`src/rtl/arm_ctrl_pkg.sv`:
```
// arm_ctrl_pkg: mode/opcode/command/condition encodings and the control-word layout
// shared by control_decode and control_unit_pipe.
package arm_ctrl_pkg;

  localparam logic [1:0] MODE_ALU = 2'b00;
  localparam logic [1:0] MODE_MEM = 2'b01;
  localparam logic [1:0] MODE_BR  = 2'b10;
  localparam logic [1:0] MODE_RSV = 2'b11;

  localparam logic [3:0] OP_AND = 4'b0000;
  localparam logic [3:0] OP_EOR = 4'b0001;
  localparam logic [3:0] OP_SUB = 4'b0010;
  localparam logic [3:0] OP_ADD = 4'b0100;
  localparam logic [3:0] OP_ADC = 4'b0101;
  localparam logic [3:0] OP_SBC = 4'b0110;
  localparam logic [3:0] OP_TST = 4'b1000;
  localparam logic [3:0] OP_CMP = 4'b1010;
  localparam logic [3:0] OP_ORR = 4'b1100;
  localparam logic [3:0] OP_MOV = 4'b1101;
  localparam logic [3:0] OP_MVN = 4'b1111;

  localparam logic [3:0] EXE_NOP = 4'b0000;
  localparam logic [3:0] EXE_MOV = 4'b0001;
  localparam logic [3:0] EXE_ADD = 4'b0010;
  localparam logic [3:0] EXE_ADC = 4'b0011;
  localparam logic [3:0] EXE_SUB = 4'b0100;
  localparam logic [3:0] EXE_SBC = 4'b0101;
  localparam logic [3:0] EXE_AND = 4'b0110;
  localparam logic [3:0] EXE_ORR = 4'b0111;
  localparam logic [3:0] EXE_EOR = 4'b1000;
  localparam logic [3:0] EXE_MVN = 4'b1001;

  localparam logic [3:0] COND_EQ = 4'b0000;
  localparam logic [3:0] COND_NE = 4'b0001;
  localparam logic [3:0] COND_CS = 4'b0010;
  localparam logic [3:0] COND_CC = 4'b0011;
  localparam logic [3:0] COND_MI = 4'b0100;
  localparam logic [3:0] COND_PL = 4'b0101;
  localparam logic [3:0] COND_VS = 4'b0110;
  localparam logic [3:0] COND_VC = 4'b0111;
  localparam logic [3:0] COND_HI = 4'b1000;
  localparam logic [3:0] COND_LS = 4'b1001;
  localparam logic [3:0] COND_GE = 4'b1010;
  localparam logic [3:0] COND_LT = 4'b1011;
  localparam logic [3:0] COND_GT = 4'b1100;
  localparam logic [3:0] COND_LE = 4'b1101;
  localparam logic [3:0] COND_AL = 4'b1110;
  localparam logic [3:0] COND_NV = 4'b1111;

  typedef struct packed {
    logic       s;
    logic       b;
    logic       mem_w_en;
    logic       mem_r_en;
    logic       wb_en;
    logic [3:0] exe_cmd;
  } ctrl_t;

  localparam int CTRL_W = $bits(ctrl_t);

  // ARM condition evaluation against {N,Z,C,V}; NV never passes.
  function automatic logic cond_pass(input logic [3:0] cond, input logic [3:0] nzcv);
    logic n, z, c, v, pass;
    n = nzcv[3];
    z = nzcv[2];
    c = nzcv[1];
    v = nzcv[0];
    case (cond)
      COND_EQ: pass = z;
      COND_NE: pass = ~z;
      COND_CS: pass = c;
      COND_CC: pass = ~c;
      COND_MI: pass = n;
      COND_PL: pass = ~n;
      COND_VS: pass = v;
      COND_VC: pass = ~v;
      COND_HI: pass = c & ~z;
      COND_LS: pass = ~c | z;
      COND_GE: pass = (n == v);
      COND_LT: pass = (n != v);
      COND_GT: pass = ~z & (n == v);
      COND_LE: pass = z | (n != v);
      COND_AL: pass = 1'b1;
      COND_NV: pass = 1'b0;
      default: pass = 1'b0;
    endcase
    return pass;
  endfunction

endpackage

```
`src/rtl/control_decode.sv`:
```
// control_decode: purely combinational decode of op_code/mode/s_in into a control word.
module control_decode
  import arm_ctrl_pkg::*;
(
  input  logic [3:0]        op_code_i,
  input  logic [1:0]        mode_i,
  input  logic              s_in_i,
  output logic [CTRL_W-1:0] ctrl_o
);

  ctrl_t ctrl_s;

  // Opcode/mode table; anything unlisted falls through to an all-zero NOP (s still follows s_in).
  always_comb begin
    ctrl_s   = '0;
    ctrl_s.s = s_in_i;
    case (mode_i)
      MODE_ALU: begin
        case (op_code_i)
          OP_MOV: begin ctrl_s.exe_cmd = EXE_MOV; ctrl_s.wb_en = 1'b1; end
          OP_MVN: begin ctrl_s.exe_cmd = EXE_MVN; ctrl_s.wb_en = 1'b1; end
          OP_ADD: begin ctrl_s.exe_cmd = EXE_ADD; ctrl_s.wb_en = 1'b1; end
          OP_ADC: begin ctrl_s.exe_cmd = EXE_ADC; ctrl_s.wb_en = 1'b1; end
          OP_SUB: begin ctrl_s.exe_cmd = EXE_SUB; ctrl_s.wb_en = 1'b1; end
          OP_SBC: begin ctrl_s.exe_cmd = EXE_SBC; ctrl_s.wb_en = 1'b1; end
          OP_AND: begin ctrl_s.exe_cmd = EXE_AND; ctrl_s.wb_en = 1'b1; end
          OP_ORR: begin ctrl_s.exe_cmd = EXE_ORR; ctrl_s.wb_en = 1'b1; end
          OP_EOR: begin ctrl_s.exe_cmd = EXE_EOR; ctrl_s.wb_en = 1'b1; end
          OP_CMP: ctrl_s.exe_cmd = EXE_SUB;
          OP_TST: ctrl_s.exe_cmd = EXE_AND;
          default: ctrl_s.exe_cmd = EXE_NOP;
        endcase
      end
      MODE_MEM: begin
        ctrl_s.exe_cmd = EXE_ADD;
        if (s_in_i) begin
          ctrl_s.mem_r_en = 1'b1;
          ctrl_s.wb_en    = 1'b1;
        end else begin
          ctrl_s.mem_w_en = 1'b1;
        end
      end
      MODE_BR:  ctrl_s.b = 1'b1;
      MODE_RSV: ctrl_s.exe_cmd = EXE_NOP;
      default:  ctrl_s.exe_cmd = EXE_NOP;
    endcase
  end

  assign ctrl_o = ctrl_s;

endmodule

```
`src/rtl/control_unit_pipe.sv`:
```
// control_unit_pipe: registered ID/EXE control pipeline (DEPTH stages) with valid tracking,
// stall, flush and branch-shadow squashing. Optional feature macro: CONTROL_UNIT_COND_CHECK_EN.
module control_unit_pipe
  import arm_ctrl_pkg::*;
#(
  parameter int DEPTH     = 1,
  parameter int EXE_CMD_W = 4,
  parameter int BR_SHADOW = 0
) (
  input  logic                 clk,
  input  logic                 rst_n,
  input  logic                 in_valid,
  input  logic [3:0]           op_code,
  input  logic [1:0]           mode,
  input  logic                 s_in,
  input  logic [3:0]           cond,
  input  logic [3:0]           status_nzcv,
  input  logic                 stall,
  input  logic                 flush,
  output logic                 in_ready,
  output logic                 out_valid,
  output logic                 s,
  output logic                 b,
  output logic                 mem_w_en,
  output logic                 mem_r_en,
  output logic                 wb_en,
  output logic [EXE_CMD_W-1:0] exe_cmd
);

  localparam int SH_W = (BR_SHADOW > 0) ? $clog2(BR_SHADOW + 1) : 1;
  localparam logic [SH_W-1:0] SH_LOAD = SH_W'(BR_SHADOW);

  logic [CTRL_W-1:0] dec_raw_s;
  ctrl_t             dec_s;
  logic              cond_ok_s;
  logic              accept_s;
  logic              squash_s;
  ctrl_t             stage_in_d;
  logic              vld_in_d;
  logic [SH_W-1:0]   shadow_cnt_d;
  logic [SH_W-1:0]   shadow_cnt_q;
  ctrl_t             ctrl_q [DEPTH];
  logic [DEPTH-1:0]  vld_q;
  ctrl_t             last_s;
  logic [3:0]        cmd_gated_s;

  control_decode u_decode (
    .op_code_i (op_code),
    .mode_i    (mode),
    .s_in_i    (s_in),
    .ctrl_o    (dec_raw_s)
  );

  assign dec_s = ctrl_t'(dec_raw_s);

`ifdef CONTROL_UNIT_COND_CHECK_EN
  assign cond_ok_s = cond_pass(cond, status_nzcv);
`else
  logic unused_cond_s;
  assign cond_ok_s     = 1'b1;
  assign unused_cond_s = ^{cond, status_nzcv};
`endif

  assign accept_s = in_valid & ~stall & ~flush;
  assign squash_s = (shadow_cnt_q != '0);

  // Stage-1 contents and shadow counter update; squashed slots carry valid=0 and a zero word.
  always_comb begin
    stage_in_d   = '0;
    vld_in_d     = 1'b0;
    shadow_cnt_d = shadow_cnt_q;
    if (flush) begin
      shadow_cnt_d = '0;
    end else if (accept_s) begin
      if (squash_s) begin
        shadow_cnt_d = shadow_cnt_q - SH_W'(1);
      end else if (cond_ok_s) begin
        vld_in_d   = 1'b1;
        stage_in_d = dec_s;
        if (dec_s.b) begin
          shadow_cnt_d = SH_LOAD;
        end else begin
          shadow_cnt_d = shadow_cnt_q;
        end
      end else begin
        // Condition failed: keep the slot as a valid NOP, no shadow load.
        vld_in_d = 1'b1;
      end
    end else begin
      shadow_cnt_d = shadow_cnt_q;
    end
  end

  // Stage registers: flush beats stall, stall freezes everything including the shadow counter.
  always_ff @(posedge clk or negedge rst_n) begin
    if (!rst_n) begin
      vld_q        <= '0;
      shadow_cnt_q <= '0;
      for (int i = 0; i < DEPTH; i++) begin
        ctrl_q[i] <= '0;
      end
    end else if (flush) begin
      vld_q        <= '0;
      shadow_cnt_q <= '0;
      for (int i = 0; i < DEPTH; i++) begin
        ctrl_q[i] <= '0;
      end
    end else if (!stall) begin
      vld_q[0]     <= vld_in_d;
      ctrl_q[0]    <= stage_in_d;
      shadow_cnt_q <= shadow_cnt_d;
      for (int i = 1; i < DEPTH; i++) begin
        vld_q[i]  <= vld_q[i-1];
        ctrl_q[i] <= ctrl_q[i-1];
      end
    end
  end

  assign last_s      = ctrl_q[DEPTH-1];
  assign in_ready    = ~stall;
  assign out_valid   = vld_q[DEPTH-1];
  assign s           = out_valid & last_s.s;
  assign b           = out_valid & last_s.b;
  assign mem_w_en    = out_valid & last_s.mem_w_en;
  assign mem_r_en    = out_valid & last_s.mem_r_en;
  assign wb_en       = out_valid & last_s.wb_en;
  assign cmd_gated_s = last_s.exe_cmd & {4{out_valid}};
  assign exe_cmd     = EXE_CMD_W'(cmd_gated_s);

endmodule

```
`config.mk`:
```
export PLATFORM = sky130hd
export DESIGN_NAME = control_unit_pipe
export DESIGN_NICKNAME = d
export VERILOG_FILES = /design/src/rtl/arm_ctrl_pkg.sv /design/src/rtl/control_decode.sv /design/src/rtl/control_unit_pipe.sv
export SDC_FILE = /design/constraint.sdc
export NUM_CORES = 1
export LEC_CHECK = 0
export ABC_CLOCK_PERIOD_IN_PS = 900
export CAP_MARGIN = 20
export CORE_MARGIN = 8
export CORE_UTILIZATION = 36
export CTS_CLUSTER_SIZE = 10
export DETAILED_ROUTE_END_ITERATION = 10
export MAX_ROUTING_LAYER = met4
export PLACE_DENSITY = 0.75
export SLEW_MARGIN = 20
export SYNTH_ARGS = -nofsm -noshare
export SYNTH_HDL_FRONTEND = slang
export SYNTH_SLANG_ARGS = --single-unit
```
`constraint.sdc`:
```
create_clock -name clk -period 0.9 [get_ports clk]
set_input_delay 0.18 -clock clk [delete_from_list [all_inputs] [get_ports clk]]
set_output_delay 0.18 -clock clk [all_outputs]
set_load 0.02 [all_outputs]
```
==> out/metrics.cfg <==
[die]
die_area_sq_um = 3040
num_rows = 14
dieWidth_um = 55.2
core_area_sq_um = 1470
start_util_pct = 37.5
die_h_um = 55.2
pin_count = 31

[routing]
remaining_drc_errors = 0
drtAntennaViolNets = 0
drt_iter0_markers = 7
wl_per_cell_um = 13.7
drtPass1Iterations = 4
routed_via_density = 4.86
drt-total-wl_um = 1620
via_count = 574

[power]
power.switching_mw = 0.250
power.share.clock_pct = 31.4
power_leakage_nw = 0.478
ir_worst_vdd_v = 0.000940
seqPwrFrac_pct = 47.2
p_comb_share_pct = 21.4
swShare_pct = 25.2
p_int_mw = 0.742
powerDensity_nw_per_um2 = 1050

[sta]
finalCritPeriodShare_pct = 143
grt_setup_unrepaired = yes
finalHoldViolations = 0
fin_worst_skew_ns = 0
setup_viol = 11
post-route-min-period_ns = 1.28
worst_slack_ns = -0.385
tightestPinTransition_ns = 0.303
tns_ns = -3.30
max_slew_margin_pct = 79.6
fmax_mhz = 778
whs_ns = 0.213
drv_slew = 0

[synthesis]
synth.most_common_cell = nand2_1
synthDominantCellAreaShare_pct = 45.4
ys_seq_area_share_pct = 45.4
synthTopCellsByCount = 12 x nand2_1, 10 x dfrtp_1, 9 x and2_1
synth-edff-count = 0
synth-main-ff-cell = dfrtp_1
synthArstFlopShare_pct = 100
syn-instance-count = 60
yosys.area.top_type = dfrtp_1
synth_area_leaders = dfrtp_1 45%, and2_1 10%, nand2_1 8.2%
syn_area_per_cell_sq_um = 9.20
synth-seq-cells = 10
syn_area_sq_um = 552
yosysUniqueCellTypes = 23
ys_warn_count = 0
synth_nets = 80

[grt]
track_usage_pct = 11.3
grt_max_degree = 11
grt_pass1_wl_um = 2400
grt_pass1_vias = 564
grt_remaining_overflow = 0
antenna_found_initial = 0

[final_layout]
syn_to_final_growth_pct = 71.4
fin_area_sq_um = 946
antenna_cells = 0
drive_above_1_share_pct = 43.1
fin_util_pct = 64.3
fin_nets = 123

[worst_setup_path]
arrival_ns = 1.10
criticalPathCategory = flop to output port
crit_chain = buf_6, and2_4, buf_6
required_ns = 0.72
path_delay_family = flip-flops
crit_top_cell = buf_6
cp_slowest_cell = dfrtp_2
startpoint_type = flop
cp.buffers_inverters = 2
cp_slowest_stage_delay_ns = 0.45
end_kind = output port
critPathMaxFanout = 7

[cts]
htreeDepth = 1
clock-sinks = 10
root_buffer = clkbuf_4
insertion_delay_ns = 0.26
numCtsBuffers = 3
cts.clk_slew.worst_paths_ns = 0.06
cts.path.max_buffers = 2
cts_tree = built

[place]
gp_congestion = 0.787
hpwl_um = 1170
dp_slack_ns = -0.604
postPlaceCellArea_sq_um = 868
portBuffers = 22

[status]
status = finished, violations left
violations = negative setup slack

[min_path]
min_path_type = primary input to asynchronous set/reset pin

[run]
drv_cap = 0

==> cells by family (layout without fill, tap and decap cells) <==
group,Yosys count,count (layout),synth area share [%]
xor gates and xnor gates,1,1,1.59
buffers and inverters,1,43,0.680
and+or+nand+nor,37,37,39.0
DFF,10,10,45.4
AOI/OAI and AO/OA,11,11,13.4
==> layer usage <==
| metal | vias up | wire length [um] | global-route usage (%) |
|---|---|---|---|
| li1 | 293 | - | - |
| met1 | 267 | 606 | 10.6 |
| met2 | 12 | 880 | 20.7 |
| met3 | 2 | 112 | 4.81 |
| met4 | 0 | 21 | 2.40 |
| met5 | - | 0 | - |
==> per-stage QoR <==
stage               power (mW)  cells
global route              1.06    118
detailed placement       0.671    108
finish                   0.992    118
floorplan                0.533     60
global placement         0.667    108
CTS                      0.984    116
==> cell usage in the layout, fill, tap and decap left out, types with 2 or more instances in the layout <==
| master | netlist | routed |
|---|---|---|
| buf_4 | 0 | 18 |
| nand2_1 | 12 | 11 |
| dfrtp_1 | 10 | 9 |
| and2_1 | 9 | 6 |
| buf_6 | 0 | 6 |
| a21oi_1 | 5 | 4 |
| dlygate4sd2_1 | 0 | 4 |
| buf_2 | 0 | 4 |
| and2_4 | 0 | 3 |
| nand2b_1 | 3 | 3 |
| nor2_1 | 3 | 3 |
| clkbuf_4 | 0 | 3 |
| clkdlybuf4s15_1 | 0 | 3 |
| nand3_1 | 2 | 2 |
| clkdlybuf4s50_1 | 0 | 2 |
==> sequential cells by signal, indices dropped and copies added (netlist names) <==
signal     flops
out_valid      1
ctrl_q         9
==> layout make-up <==
class / instances / area, sq um
clock buffers: 4 / 26.3
fillers: 139 / 526
inverters: 1 / 3.75
multi-input cells: 49 / 325
flip-flops and latches: 10 / 251
well taps: 16 / 20.0
repair buffers: 38 / 319
==> worst paths after layout <==
kind	slack, ns	depth (start not counted)	to	from
worst min-delay path	0.21	2	ctrl_q[4]	rst_n
max in group asynchronous	0.54	2	out_valid	rst_n
worst min register to register	0.47	2	ctrl_q[5]	ctrl_q[5]
min in group clk	0.30	4	out_valid	stall
worst max register to register	-0.13	5	out_valid	out_valid
worst max-delay path	-0.38	3	mem_w_en	out_valid
==> timing repair <==
item	CTS	global route
gates resized for setup	76	10
setup buffers	4	2
setup endpoints to repair	20	14
hold buffers	0	0
pin swaps	6	4
==> power by group through the flow <==
stage	logic, mW	registers (mW)	clock network [mW]
final	0.212	0.468	0.312
after global routing	0.230	0.469	0.359
after CTS	0.197	0.468	0.318
after detailed placement	0.193	0.478	0
after global placement	0.189	0.477	0
after floorplan	0.0558	0.478	0
No activity file was read; power rests on OpenSTA's default activity.
